<file path="src/rtl/sample_window_counter.sv">
// Sample window counter: counts cnt_up strobes into a programmable window,
// in continuous or one-shot mode, with window tally and overrun flag.
module sample_window_counter #(
    parameter int CNT_BITS       = 16,
    parameter int WIN_BITS       = 8,
    parameter int DEFAULT_WINDOW = 1000
) (
    input  logic                clk,
    input  logic                n_rst,
    input  logic                clear,
    input  logic                start,
    input  logic                one_shot,
    input  logic [CNT_BITS-1:0] window_len,
    input  logic                cnt_up,
    output logic [CNT_BITS-1:0] count_out,
    output logic                window_done,
    output logic                done_hold,
    output logic                busy,
    output logic [WIN_BITS-1:0] win_count,
    output logic                overrun
);

    typedef enum logic [1:0] {
        IDLE = 2'd0,
        RUN  = 2'd1,
        HOLD = 2'd2
    } state_t;

    localparam logic [CNT_BITS-1:0] DEF_LEN = CNT_BITS'(DEFAULT_WINDOW);
    localparam logic [CNT_BITS-1:0] ONE     = CNT_BITS'(1);
    localparam logic [WIN_BITS-1:0] WIN_ONE = WIN_BITS'(1);
    localparam logic [WIN_BITS-1:0] WIN_MAX = '1;

    state_t              state;
    state_t              state_nx;
    logic [CNT_BITS-1:0] len_q;
    logic [CNT_BITS-1:0] len_nx;
    logic [CNT_BITS-1:0] len_sel;
    logic                mode_q;
    logic                mode_nx;
    logic [CNT_BITS-1:0] count_nx;
    logic [WIN_BITS-1:0] win_nx;
    logic                ovr_nx;
    logic                done_nx;
    logic                hit_last;
    logic                hit_full;
    logic                complete;

    assign len_sel  = (window_len == '0) ? DEF_LEN : window_len;
    assign hit_last = (count_out == len_q - ONE);
    assign hit_full = (count_out == len_q);
    // A length-1 window completes again on every strobe once full.
    assign complete = (state == RUN) && cnt_up &&
                      (hit_last || (hit_full && len_q == ONE));

    always_ff @(posedge clk or negedge n_rst) begin
        if (!n_rst) begin
            state <= IDLE;
        end else begin
            state <= state_nx;
        end
    end

    always_comb begin
        state_nx = state;
        if (clear) begin
            state_nx = IDLE;
        end else begin
            unique case (state)
                IDLE:    if (start) state_nx = RUN;
                RUN:     if (complete && mode_q) state_nx = HOLD;
                HOLD:    if (start) state_nx = RUN;
                default: state_nx = IDLE;
            endcase
        end
    end

    always_comb begin
        count_nx = count_out;
        win_nx   = win_count;
        ovr_nx   = overrun;
        done_nx  = 1'b0;
        len_nx   = len_q;
        mode_nx  = mode_q;
        if (clear) begin
            count_nx = '0;
            win_nx   = '0;
            ovr_nx   = 1'b0;
        end else begin
            unique case (state)
                IDLE: begin
                    if (start) begin
                        len_nx   = len_sel;
                        mode_nx  = one_shot;
                        count_nx = '0;
                    end
                end
                RUN: begin
                    if (complete) begin
                        count_nx = len_q;
                        done_nx  = 1'b1;
                        if (win_count != WIN_MAX) win_nx = win_count + WIN_ONE;
                    end else if (cnt_up && hit_full) begin
                        count_nx = ONE;
                    end else if (cnt_up) begin
                        count_nx = count_out + ONE;
                    end
                end
                HOLD: begin
                    if (cnt_up) ovr_nx = 1'b1;
                    if (start) begin
                        len_nx   = len_sel;
                        mode_nx  = one_shot;
                        count_nx = '0;
                    end
                end
                default: count_nx = '0;
            endcase
        end
    end

    always_ff @(posedge clk or negedge n_rst) begin
        if (!n_rst) begin
            count_out   <= '0;
            win_count   <= '0;
            overrun     <= 1'b0;
            window_done <= 1'b0;
            len_q       <= DEF_LEN;
            mode_q      <= 1'b0;
        end else begin
            count_out   <= count_nx;
            win_count   <= win_nx;
            overrun     <= ovr_nx;
            window_done <= done_nx;
            len_q       <= len_nx;
            mode_q      <= mode_nx;
        end
    end

    assign busy      = (state == RUN);
    assign done_hold = (state == HOLD);

endmodule

</file>
<file path="config.mk">
export PLATFORM = sky130hd
export DESIGN_NAME = sample_window_counter
export DESIGN_NICKNAME = d
export VERILOG_FILES = /design/src/rtl/sample_window_counter.sv
export SDC_FILE = /design/constraint.sdc
export NUM_CORES = 1
export LEC_CHECK = 0
export ABC_CLOCK_PERIOD_IN_PS = 8610
export CORE_MARGIN = 8
export CORE_UTILIZATION = 58
export DETAILED_ROUTE_END_ITERATION = 10
export GPL_ROUTABILITY_DRIVEN = 0
export PLACE_DENSITY = 0.93
export SYNTH_ARGS = -nofsm -noshare
export SYNTH_HDL_FRONTEND = slang
export SYNTH_SLANG_ARGS = --single-unit
</file>
<file path="constraint.sdc">
create_clock -name clk -period 8.61 [get_ports clk]
set_clock_uncertainty 0.05 [all_clocks]
set_input_delay 1.722 -clock clk [delete_from_list [all_inputs] [get_ports clk]]
set_output_delay 1.722 -clock clk [all_outputs]
set_load 0.02 [all_outputs]
</file>
Word-level counts from Yosys, hierarchy flattened --
Index checks and enable logic that the tools add are counted.
Cells by class: add/subtract/negate cells 3, equality and inequality tests 9, reduce and logical (&&, ||, !) cells 19, bitwise gates (word level) 1, muxes and demuxes 21
Operator list (number):
- 2-to-1 mux 16 bit | 6
- equality test 16 bit | 2
- 2-to-1 mux 8 bit | 4
- case mux 16 bit (2 select lines) | 1
- adder 16 x 1 -> 16 bit, second input constant | 1
- equality test 16 x 1 -> 1 bit, second input constant | 1
- logical NOT 16 bit | 1
- subtractor 16 x 1 -> 16 bit, second input constant | 1
- nonzero test 2 bit | 5
- adder 8 x 1 -> 8 bit, second input constant | 1
- != test 8 bit, second input constant | 1
- 2-to-1 mux 1 bit | 6
- 2-to-1 mux 2 bit | 3
- AND reduction 2 bit | 3
- AND reduction 3 bit | 2
- logical AND 1 bit | 5
- != test 5 x 3 -> 1 bit, second input constant | 1
- case mux 2 bit (2 select lines) | 1
- != test 3 x 1 -> 1 bit, second input constant | 1
- != test 3 x 2 -> 1 bit, second input constant | 1
- equality test 2 x 1 -> 1 bit, second input constant | 1
- equality test 2 bit, second input constant | 1
- logical NOT 2 bit | 1
- OR reduction 2 bit | 1
- other kinds (2) | 2
Word-level totals: output and inout bits 28, register bits after elaboration 45, logic and storage cells 60, input bits 22

Longest topological paths before layout --
word-level depth 8, gate-level depth with buffers 11, mapped depth without buffers 10

Least setup slack after synthesis --
Ideal clock, no wire load.
kind input port to flip-flop, start point input cnt_up, end point register count_out[14], library setup time 69 ps, buffers on the path 1, path slack 5278 ps, stages on the path 7, data required time 8491 ps, arrival time 3213 ps, cells stage by stage nand2_1 -> or2_2 -> nand2b_1 -> a41oi_2 -> buf_4 -> or3b_1 -> nand3_1
On the way: cells in the longest elaborated chain, start to end 5, elaborated cells on any way between the ends 9, those cells by class eq/ne: 1; mux: 4; reduce/logical: 4
RTL lines:
- start: declaration | RTL line 14 | input logic cnt_up,
- logical AND 1 bit, on equally long branches | RTL line 103, 53
- 2-to-1 mux 16 bit or logical AND 1 bit (tied branches) | RTL line 103, 53
- 2-to-1 mux 16 bit | RTL line 99 | if (complete) begin
- case mux 16 bit (2 select lines) | RTL line 90 | unique case (state)
- 2-to-1 mux 16 bit | RTL line 85 | if (clear) begin
- end signal: assignment | RTL line 131 | count_out <= count_nx;
- end: declaration | RTL line 15 | output logic [CNT_BITS-1:0] count_out,
Several ways; a longest one is shown, not always the timed one. A chain may end at the register's enable or synchronous reset.

Worst setup path after layout --
start point input clear, end point register count_out[5]
On the way: cells in the longest elaborated chain, start to end 2, elaborated cells on any way between the ends 4, those cells by class eq/ne: 2; mux: 1; reduce/logical: 1
RTL lines:
- start: declaration | RTL line 10 | input logic clear,
- != test 5 x 3 -> 1 bit (no source line) or != test 3 x 1 -> 1 bit (tied branches)
- AND reduction 2 bit (no source line)
Several ways; a longest one is shown, not always the timed one.

==> metrics.cfg <==
[synthesis]
synth_top_area_share_pct = 32.1
synth_top_area_cell = dfrtp_1
yosysWarnings = 0
synthArstFlopShare_pct = 100
synth_area_per_cell_um2 = 8.94
synth_area_um2 = 3040
ys_ff_latch = 45
yosysSeqAreaShare_pct = 37.3
synth_cell_types = 56
synth_edf_count = 0
syn_nets = 366
synth_area_leaders = dfrtp_1, dfstp_2, xor2_1
synth_ff_type = dfrtp_1
synthCells = 340

[floorplan]
die_area_um2 = 7810
core_um2 = 5070
ios = 50
num_rows = 26
die_w_um = 88.4
start_util_pct = 59.9
die_h_um = 88.4

[pwr]
ir_worst_vdd_mv = 0.111
power_uw = 544
p_leak_nw = 1.46
power_density_nw_per_um2 = 150

[global_routing]
grt_pass1_vias = 2748
grt_util_all_layers_pct = 21.5
grt_pass1_wl_mm = 13.3
gr-total-overflow = 0
grt_max_degree = 46
grt_antenna_before_repair = 0

[timing]
final.setup.tns_ps = 0
fin_crit_ps = 4260
hold_viol = 0
setup_viol = 0
worst_slew_pin_slew_ps = 1250
finalCritPeriodShare_pct = 49.5
rsz0062_at_grt = no
slew_viol_final = 0
maxSlewHeadroom_pct = 15.3
max_freq_mhz = 235

[cts]
worstSkewPairLatency_ps = 310
clock_path_buffers = 2
cts_setup_buffers = 0
clock_sinks = 45
postCtsHoldBufs = 0
ctsHtreeMaxLevel = 2
cts_tree = done
clkTransAtPathRegs_ps = 90
cts-buffers-inserted = 5
root_buffer = clkbuf_8
cts.repair.resized = 0

[layout]
fill_cells = 394
fin_nets = 404
drive_gt1_share_pct = 10.3
n_antenna_cell = 0
area_growth_pct = 19.4

[route]
routed_wl_mm = 8.01
drc = 0
wl_per_cell_um = 17.8
dr.pass1.iters = 5
num_vias = 2898
via_per_inst = 6.45
postRouteAntennaNets = 0
drt-initial-drc-count = 330

[placement]
dp_hpwl_mm = 5.90
io_buffers = 49

[worst_setup_path]
worst_ep_arrival_time_ps = 4460
r2r-start = len_q[0]$_DFFE_PN0P_
endpoint_kind = register
startpoint = clear
worstPathMaxFanout = 27
start_kind = primary input
cp.required_ps = 8810
timing_worst_setup_path_type = primary input to register

[status]
status = finished, final reports clean

[min_path]
hp-class = register to register
min_from = overrun$_DFFE_PN0P_

[job]
drv_cap = 0

final timing paths:
| path | to | slack [ps] | cells past startpoint |
|---|---|---|---|
| worst max-delay path | count_out[5]$_DFFE_PN0P_ | 4350 | 7 |
| worst min-delay path | overrun$_DFFE_PN0P_ | 470 | 2 |
| worst max register to register | win_count[4]$_DFFE_PN0P_ | 4550 | 9 |
| worst min register to register | overrun$_DFFE_PN0P_ | 470 | 2 |
| max in group asynchronous | count_out[14]$_DFFE_PN0P_ | 6380 | 1 |
| min in group asynchronous | count_out[5]$_DFFE_PN0P_ | 1510 | 1 |
routing by layer:
layer	track usage (%)	vias to the layer above	wire (um)
met1	28.7	1403	3450
li1	-	1318	-
met5	0	-	0
met2	32.9	152	3710
met4	8.60	0	216
met3	4.64	25	634
stage by stage:
stage	setup slack, ps	area, um^2	util (%)	hold WS, ps	cells
6_report	4350	3630	71.5	469	449
5_1_grt	4070	3630	71.5	507	449
4_1_cts	4410	3630	71.5	471	449
3_5_place_dp	4090	3530	69.6	447	441
3_3_place_gp	4190	3530	69.6	448	441
2_1_floorplan	5280	3040	-	455	340
registers in the layout (all words and copies together), names as in the netlist:
| signal | flops |
|---|---|
| count_out | 16 |
| len_q | 16 |
| mode_q | 1 |
| overrun | 1 |
| state | 2 |
| win_count | 8 |
| window_done | 1 |
cell usage after synthesis, types with 2 or more instances:
cell       count
o22a_1         6
nor2_2         2
buf_2          4
nand4_1        6
clkbuf_1      13
and3_1         6
a31oi_1       11
mux2_2         8
o21ai_0       11
ha_1           4
a31o_2         2
nor4_1        14
a21o_1        11
a21oi_1       19
nor2_1        25
nor3_2         2
nand3_1       13
a2111oi_0      2
a41oi_2        2
nor3_1         9
nand2b_1      13
inv_1         12
nand2_1       28
dfrtp_1       39
a22oi_1        3
a41oi_1        3
a211oi_1       4
xor2_1        16
or4_1          2
dfstp_2        6
or3b_1         2
nor2b_1        4
xnor2_1       15
final cells by class:
class / instances / area [um^2] / share of cell area (%)
Tap cell: 70 / 87.6 / 2.41
Sequential cell: 45 / 1130 / 31.3
Multi-Input combinational cell: 264 / 1770 / 48.8
Clock buffer: 6 / 82.6 / 2.28
Clock inverter: 2 / 13.8 / 0.379
Inverter: 12 / 45.0 / 1.24
Timing Repair Buffer: 50 / 493 / 13.6
critical path, cell delays in order:
cell	delay [ps]
clkdlybuf4s50_1	670
or2_2	460
nand2b_1	160
a41oi_2	890
o21ai_0	220
a31oi_1	230
a21o_1	100
power breakdown:
part | internal [mW] | switching [mW] | total [mW]
logic | 0.0582 | 0.0693 | 0.127
registers | 0.233 | 0.0415 | 0.275
clock network | 0.0652 | 0.0762 | 0.141
layout by cell type, fill, tap and decap left out, types with 2 or more instances in the layout:
master           synthesis  final
nor4_1                  14     14
a22oi_1                  3      3
nor2_2                   2      2
mux2_2                   8      8
nor2_1                  25     25
and3_1                   6      6
nand4_1                  6      6
nand3_1                 13     13
dfstp_2                  6      6
a31oi_1                 11     11
a31o_2                   2      2
clkdlybuf4s50_1          0     48
inv_1                   12     12
xnor2_1                 15     15
a41oi_2                  2      2
a41oi_1                  3      3
clkbuf_8                 0      6
nand2_1                 28     28
o21ai_0                 11     11
or4_1                    2      2
a21o_1                  11     11
or3b_1                   2      2
ha_1                     4      4
nor3_1                   9      9
o22a_1                   6      6
xor2_1                  16     16
a211oi_1                 4      4
a2111oi_0                2      2
dfrtp_1                 39     39
a21oi_1                 19     19
nor3_2                   2      2
nand2b_1                13     13
nor2b_1                  4      4
cell families (layout without fill, tap and decap cells):
logic type      count (synthesis)  after routing  synth area share, %
buf+inv                        31             70                 4.37
compound gates                 81             81                 19.0
simple gates                  139            139                 25.4
flops                          45             45                 37.3
mux                             9              9                 3.30
fa+ha+maj                       4              4                 1.65
xor+xnor                       31             31                 8.94
Power figures use the tool's default switching activity.
